$ cat config.mk
export PLATFORM = sky130hd
export DESIGN_NAME = bullet_pool_flat
export DESIGN_NICKNAME = d
export VERILOG_FILES = /design/src/rtl/bullet_pool_pkg.sv /design/src/rtl/bullet_pool_if.sv /design/src/rtl/bullet_pool_slot.sv /design/src/rtl/bullet_pool.sv /design/src/flat_wrapper.sv
export SDC_FILE = /design/constraint.sdc
export NUM_CORES = 1
export LEC_CHECK = 0
export ABC_CLOCK_PERIOD_IN_PS = 3800
export CORE_MARGIN = 3
export CORE_UTILIZATION = 30
export CTS_BUF_LIST = sky130_fd_sc_hd__clkbuf_16
export DETAILED_ROUTE_END_ITERATION = 16
export PLACE_DENSITY = 0.65
export SLEW_MARGIN = 15
export SYNTH_ARGS = -nofsm -noshare
export SYNTH_HDL_FRONTEND = slang
export SYNTH_HIERARCHICAL = 1
export SYNTH_SLANG_ARGS = --single-unit
$ cat constraint.sdc
create_clock -name frame_clk_i -period 3.8 [get_ports frame_clk_i]
set_input_delay 0.38 -clock frame_clk_i [delete_from_list [all_inputs] [get_ports frame_clk_i]]
set_output_delay 0.38 -clock frame_clk_i [all_outputs]
set_load 0.02 [all_outputs]
$ cat src/rtl/bullet_pool_pkg.sv
// Shared types and helpers for the bullet pool: slot state encoding and the
// saturating subtract used to place idle bullets relative to the ship.
package bullet_pkg;

  typedef enum logic {
    SLOT_IDLE   = 1'b0,
    SLOT_FLYING = 1'b1
  } slot_state_t;

  localparam int POS_WIDTH_DEF = 10;
  typedef logic [POS_WIDTH_DEF-1:0] pos_t;

  // Idle bullet y clamps at the top edge instead of wrapping when the ship is near y=0.
  function automatic logic [31:0] sat_sub(input logic [31:0] a, input logic [31:0] b);
    return (a < b) ? 32'd0 : a - b;
  endfunction

endpackage

$ cat src/rtl/bullet_pool_if.sv
// Bundle between the ship controller / fire decode (master) and the bullet pool (slave).
interface bullet_pool_if #(
  parameter int BulletCount = 4,
  parameter int PosWidth    = 10
);
  localparam int CntW = $clog2(BulletCount + 1);

  logic                                 fire_i;
  logic [PosWidth-1:0]                  ship_x_i;
  logic [PosWidth-1:0]                  ship_y_i;
  logic [BulletCount-1:0]               hit_i;
  logic [BulletCount-1:0][PosWidth-1:0] x_pos_o;
  logic [BulletCount-1:0][PosWidth-1:0] y_pos_o;
  logic [BulletCount-1:0]               active_o;
  logic                                 fire_ack_o;
  logic [CntW-1:0]                      active_count_o;

  modport master (
    output fire_i, ship_x_i, ship_y_i, hit_i,
    input  x_pos_o, y_pos_o, active_o, fire_ack_o, active_count_o
  );

  modport slave (
    input  fire_i, ship_x_i, ship_y_i, hit_i,
    output x_pos_o, y_pos_o, active_o, fire_ack_o, active_count_o
  );
endinterface

$ cat src/rtl/bullet_pool_slot.sv
// One bullet slot: idle slots track the ship, flying slots climb Speed px per
// frame with x frozen, and retire on a hit or when reaching the top band.
module bullet_slot
  import bullet_pkg::*;
#(
  parameter int PosWidth = 10,
  parameter int Speed    = 5,
  parameter int TopLimit = 0
) (
  input  logic                clk,
  input  logic                srst,
  input  logic                launch_i,
  input  logic                hit_i,
  input  logic [PosWidth-1:0] ship_x_i,
  input  logic [PosWidth-1:0] home_y_i,
  output logic [PosWidth-1:0] x_pos_o,
  output logic [PosWidth-1:0] y_pos_o,
  output logic                active_o,
  output logic                retiring_o
);
  localparam logic [31:0]         RetireY = 32'(TopLimit + Speed);
  localparam logic [PosWidth-1:0] Step    = PosWidth'(Speed);

  slot_state_t         state_q, state_d;
  logic [PosWidth-1:0] x_q, x_d, y_q, y_d;
  logic                below_top;

  assign below_top  = 32'(y_q) < RetireY;
  assign retiring_o = (state_q == SLOT_FLYING) && (hit_i || below_top);

  always_comb begin
    state_d = state_q;
    x_d     = x_q;
    y_d     = y_q;
    case (state_q)
      SLOT_IDLE: begin
        x_d = ship_x_i;
        y_d = home_y_i;
        if (launch_i) state_d = SLOT_FLYING;
      end
      SLOT_FLYING: begin
        // Retire reloads the ship-relative position so the slot is ready to relaunch.
        if (retiring_o) begin
          state_d = SLOT_IDLE;
          x_d     = ship_x_i;
          y_d     = home_y_i;
        end else begin
          y_d = y_q - Step;
        end
      end
    endcase
  end

  always_ff @(posedge clk) begin
    if (srst) begin
      state_q <= SLOT_IDLE;
      x_q     <= ship_x_i;
      y_q     <= home_y_i;
    end else begin
      state_q <= state_d;
      x_q     <= x_d;
      y_q     <= y_d;
    end
  end

  assign x_pos_o  = x_q;
  assign y_pos_o  = y_q;
  assign active_o = (state_q == SLOT_FLYING);
endmodule

$ cat src/rtl/bullet_pool.sv
// Player bullet pool: lowest-free-slot allocation, launch cooldown and flying count.
// Define BULLET_POOL_FIRE_QUEUE_EN to hold one unserved fire request until it can launch.
module bullet_pool
  import bullet_pkg::*;
#(
  parameter int BulletCount    = 4,
  parameter int PosWidth       = 10,
  parameter int Speed          = 5,
  parameter int YOffset        = 16,
  parameter int TopLimit       = 0,
  parameter int CooldownFrames = 8
) (
  input  logic           frame_clk_i,
  input  logic           reset_i,
  bullet_pool_if.slave   bus
);
  localparam int             CntW   = $clog2(BulletCount + 1);
  localparam int             CdW    = (CooldownFrames > 0) ? $clog2(CooldownFrames + 1) : 1;
  localparam logic [CdW-1:0] CdLoad = CdW'(CooldownFrames);

  logic [PosWidth-1:0]    home_y;
  logic [BulletCount-1:0] active, retiring, eligible, launch_vec, active_next;
  logic                   request, go, launch_any, found;
  logic [CdW-1:0]         cooldown_q, cooldown_d;
  logic                   fire_ack_q, fire_ack_d;
  logic [CntW-1:0]        count_q, count_d;

  assign home_y = PosWidth'(sat_sub(32'(bus.ship_y_i), 32'(YOffset)));

`ifdef BULLET_POOL_FIRE_QUEUE_EN
  logic pending_q, pending_d;

  assign request = bus.fire_i | pending_q;

  always_comb begin
    pending_d = pending_q;
    if (launch_any)      pending_d = 1'b0;
    else if (bus.fire_i) pending_d = 1'b1;
  end

  always_ff @(posedge frame_clk_i) begin
    if (reset_i) pending_q <= 1'b0;
    else         pending_q <= pending_d;
  end
`else
  assign request = bus.fire_i;
`endif

  // A slot retiring this edge is still FLYING, so it only becomes eligible next edge.
  assign eligible = ~active & ~retiring;
  assign go       = request && (cooldown_q == '0);

  always_comb begin
    launch_vec = '0;
    found      = 1'b0;
    for (int i = 0; i < BulletCount; i++) begin
      if (eligible[i] && !found) begin
        launch_vec[i] = go;
        found         = 1'b1;
      end
    end
  end

  assign launch_any = |launch_vec;

  generate
    for (genvar gi = 0; gi < BulletCount; gi++) begin : g_slot
      bullet_slot #(
        .PosWidth (PosWidth),
        .Speed    (Speed),
        .TopLimit (TopLimit)
      ) u_slot (
        .clk        (frame_clk_i),
        .srst       (reset_i),
        .launch_i   (launch_vec[gi]),
        .hit_i      (bus.hit_i[gi]),
        .ship_x_i   (bus.ship_x_i),
        .home_y_i   (home_y),
        .x_pos_o    (bus.x_pos_o[gi]),
        .y_pos_o    (bus.y_pos_o[gi]),
        .active_o   (active[gi]),
        .retiring_o (retiring[gi])
      );
      assign active_next[gi] = (active[gi] & ~retiring[gi]) | launch_vec[gi];
    end
  endgenerate

  always_comb begin
    count_d    = '0;
    for (int i = 0; i < BulletCount; i++) begin
      count_d = count_d + CntW'(active_next[i]);
    end
    fire_ack_d = launch_any;
    cooldown_d = cooldown_q;
    if (launch_any)              cooldown_d = CdLoad;
    else if (cooldown_q != '0)   cooldown_d = cooldown_q - CdW'(1);
  end

  always_ff @(posedge frame_clk_i) begin
    if (reset_i) begin
      cooldown_q <= '0;
      fire_ack_q <= 1'b0;
      count_q    <= '0;
    end else begin
      cooldown_q <= cooldown_d;
      fire_ack_q <= fire_ack_d;
      count_q    <= count_d;
    end
  end

  assign bus.active_o       = active;
  assign bus.fire_ack_o     = fire_ack_q;
  assign bus.active_count_o = count_q;
endmodule

$ cat src/flat_wrapper.sv
// flat-port wrapper written by rule: the top's interface ports become plain ports
module bullet_pool_flat import bullet_pkg::*;
#(
  parameter int BulletCount    = 4,
  parameter int PosWidth       = 10,
  parameter int Speed          = 5,
  parameter int YOffset        = 16,
  parameter int TopLimit       = 0,
  parameter int CooldownFrames = 8
)
  (frame_clk_i, reset_i, bus_fire_i, bus_ship_x_i, bus_ship_y_i, bus_hit_i, bus_x_pos_o, bus_y_pos_o, bus_active_o, bus_fire_ack_o, bus_active_count_o);
  bullet_pool_if #(.BulletCount(BulletCount), .PosWidth(PosWidth)) bus_i ();
  input  logic frame_clk_i;
  input  logic reset_i;
  input wire logic [$bits(bus_i.fire_i)-1:0] bus_fire_i;
  input wire logic [$bits(bus_i.ship_x_i)-1:0] bus_ship_x_i;
  input wire logic [$bits(bus_i.ship_y_i)-1:0] bus_ship_y_i;
  input wire logic [$bits(bus_i.hit_i)-1:0] bus_hit_i;
  output wire logic [$bits(bus_i.x_pos_o)-1:0] bus_x_pos_o;
  output wire logic [$bits(bus_i.y_pos_o)-1:0] bus_y_pos_o;
  output wire logic [$bits(bus_i.active_o)-1:0] bus_active_o;
  output wire logic [$bits(bus_i.fire_ack_o)-1:0] bus_fire_ack_o;
  output wire logic [$bits(bus_i.active_count_o)-1:0] bus_active_count_o;
  assign bus_i.fire_i = bus_fire_i;
  assign bus_i.ship_x_i = bus_ship_x_i;
  assign bus_i.ship_y_i = bus_ship_y_i;
  assign bus_i.hit_i = bus_hit_i;
  assign bus_x_pos_o = bus_i.x_pos_o;
  assign bus_y_pos_o = bus_i.y_pos_o;
  assign bus_active_o = bus_i.active_o;
  assign bus_fire_ack_o = bus_i.fire_ack_o;
  assign bus_active_count_o = bus_i.active_count_o;
  bullet_pool #(.BulletCount(BulletCount), .PosWidth(PosWidth), .Speed(Speed), .YOffset(YOffset), .TopLimit(TopLimit), .CooldownFrames(CooldownFrames)) u_core (.frame_clk_i(frame_clk_i), .reset_i(reset_i), .bus(bus_i));
endmodule
==> flow_summary.toml <==
[floorplanning]
die-area_sq_um = 15900
pin_count = 115
num_rows = 43
dieHeight_um = 126
core_area_sq_um = 14000
die_w_um = 126
initial_core_util = 0.310

[drt]
drc = 0
antenna_left = 0
wire_per_inst_um = 15.7
drtPass1Iterations = 4
routed_wl_um = 10300
via_per_inst = 4.63
drtIter0Drc = 128
vias = 3035

[logic_synthesis]
synth_common_cells = "dfxtp_1, edfxtp_1, mux2_4, nor2_1, inv_1"
synth_cells = 352
yosysMostFrequentCell = "dfxtp_1"
synthTopCellsByArea = "edfxtp_1, dfxtp_1, mux2_4, xnor2_1, ha_1"
synth.distinct_cells = 49
yosysWarnings = 6
ys_seq_area_frac = 0.517
yosys.area.top_type = "edfxtp_1"
avgSynthCellArea_sq_um = 12.3
syn_nets = 389
netlist.area_leader.share = 0.277
synth_area_sq_um = 4340
ys_ff_latch = 92
synthArstFlopShare = 0
ys.flop_type = "dfxtp_1"
synth_edf_count = 40

[cts]
cts_setup_buffers = 0
cts_sinks = 92
cts_hold_buffers = 0
cts_buffer_depth = 2
clockRootBuffer = "clkbuf_16"
cts_buffers = 9
cts_resized = 0
cts_tree = "built"
htreeDepth = 3
clk_pin_slew_ps = 70
worstSkewPairLatency_ps = 340

[cells_and_area]
drive_gt1_frac = 0.156
fin_nets = 507
final_util = 0.426
synthToLayoutAreaGrowth_pct = 37.3
antenna_cells = 0
regArea_sq_um = 2240
fillers = 1342
multi_input_area_sq_um = 1940

[sta]
hold_viol_final = 0
finClkSkew_ps = 9.11
worst_pin_slew_ps = 787
min_period_over_period = 0.856
min_period_ps = 3250
fmax_mhz = 307
rsz0062_at_grt = "false"
fin_tns_setup_ps = 0
worst_slack_ps = 546
setup_viol = 0
maxSlewHeadroom = 0.473
maxSlewViolCount = 0

[power]
total_power_w = 0.00280
leakage_nw = 2.30
powerDensity_nw_per_um2 = 470
vdd_ir_drop_max_uv = 361

[critical_path]
setup.worst_path.end_class = "register"
reg2reg_from = "u_core/g_slot[0].u_slot/y_pos_o[5]"
cp_data_required_time_ps = 4030
worstReg2RegEnd = "u_core/bus.active_count_o[1]"
rr_worst_depth = 11
arrival_ps = 3480
rrSetupSlack_ps = 550
path_class = "reg -> reg"
cp-start-kind = "register"
path_max_fanout = 6

[placement]
place_ws_ps = 562
portBuffers = 114
dp_hpwl_um = 8010
place_congestion = 0.803

[global_routing]
overflow = 0
grt_use_total = 0.129
antenna_found_initial = 0
grt_max_degree = 17
grt_pass1_wl_um = 16000
first_global_vias = 2930

[worst_hold_path]
hold_path_depth = 1
min_from = "u_core/cooldown_q[0]"
min_path_type = "reg -> reg"
holdPathEnd = "u_core/cooldown_q[0]"

[flow_run]
drv_cap = 0

[run_status]
status = "finished, final reports clean"
-- through the flow --
step                      cells  area, sq um  hold slack, ps
after CTS                   655         5950             546
after global placement      639         5650             520
after detailed placement    639         5650             529
after global routing        655         5950             581
after floorplan             352         4340             479
final                       655         5950             543
-- state kept, by name (all words and copies together), names as in the netlist --
register	flops
u_core/bus.active_count_o	3
u_core/bus.fire_ack_o	1
u_core/cooldown_q	4
u_core/g_slot.u_slot/active_o	4
u_core/g_slot.u_slot/x_pos_o	40
u_core/g_slot.u_slot/y_pos_o	40
-- placed cells by master, fill, tap and decap left out, types with 5 or more instances in the layout --
cell             count
a21o_1               5
a21oi_1              8
clkbuf_16            9
clkdlybuf4s50_1    114
dfxtp_1             52
edfxtp_1            40
ha_1                 9
inv_1               20
mux2_4              28
mux2i_1              5
nand2_1              7
nor2_1              20
nor2b_1              8
nor2b_2              8
nor3_1              12
o21a_1               8
o21ai_0             16
o31a_1               5
xnor2_1             18
xor2_1               8
-- critical path, cell delays in order, from the launching register on --
cell,delay [ps]
dfxtp_1,360
or4_4,570
nor4_4,300
o21a_1,200
o22a_1,220
nand2_1,100
o31a_1,270
fa_1,490
inv_1,50
ha_1,190
ha_1,260
nor2b_1,130
-- power by group --
group	switching, W	internal (W)
sequential	0.0000894	0.00113
clock	0.000382	0.000514
combinational	0.000334	0.000344
total	0.000805	0.00199
-- area by class of cell --
cell class	count	area share
multi-input cells	228	0.326
clock inverters	7	0.0128
clock buffers	9	0.0378
repair buffers	116	0.194
flip-flops and latches	92	0.377
inverters	23	0.0145
well taps	180	0.0378
-- how the worst max path moves through the flow --
stage	start	to	slack [ps]	depth (start not counted)
after floorplan	u_core/g_slot[0].u_slot/y_pos_o[5]	u_core/bus.active_count_o[1]	670	11
after global placement	u_core/g_slot[0].u_slot/y_pos_o[5]	u_core/bus.active_count_o[1]	630	11
after detailed placement	u_core/g_slot[0].u_slot/y_pos_o[5]	u_core/bus.active_count_o[1]	560	11
after CTS	u_core/g_slot[0].u_slot/y_pos_o[5]	u_core/bus.active_count_o[1]	530	11
after global routing	u_core/g_slot[0].u_slot/y_pos_o[5]	u_core/bus.active_count_o[1]	370	11
final	u_core/g_slot[0].u_slot/y_pos_o[5]	u_core/bus.active_count_o[1]	550	11
-- per-layer routing --
metal / track usage / vias to the layer above / share of wire
met5: 0 / - / 0
met4: 0.0290 / 0 / 0.012
met3: 0.0522 / 8 / 0.088
met2: 0.212 / 123 / 0.47
met1: 0.159 / 1402 / 0.43
li1: - / 1502 / -
-- kinds of logic after synthesis --
family          after synthesis  share of synthesized area
mux                          38                      0.121
buf+inv                      32                     0.0346
xor+xnor                     26                     0.0525
compound gates               53                     0.0802
fa+ha+maj                    10                     0.0306
simple gates                101                      0.163
flops                        92                      0.517
(Power assumes the default switching activity.)
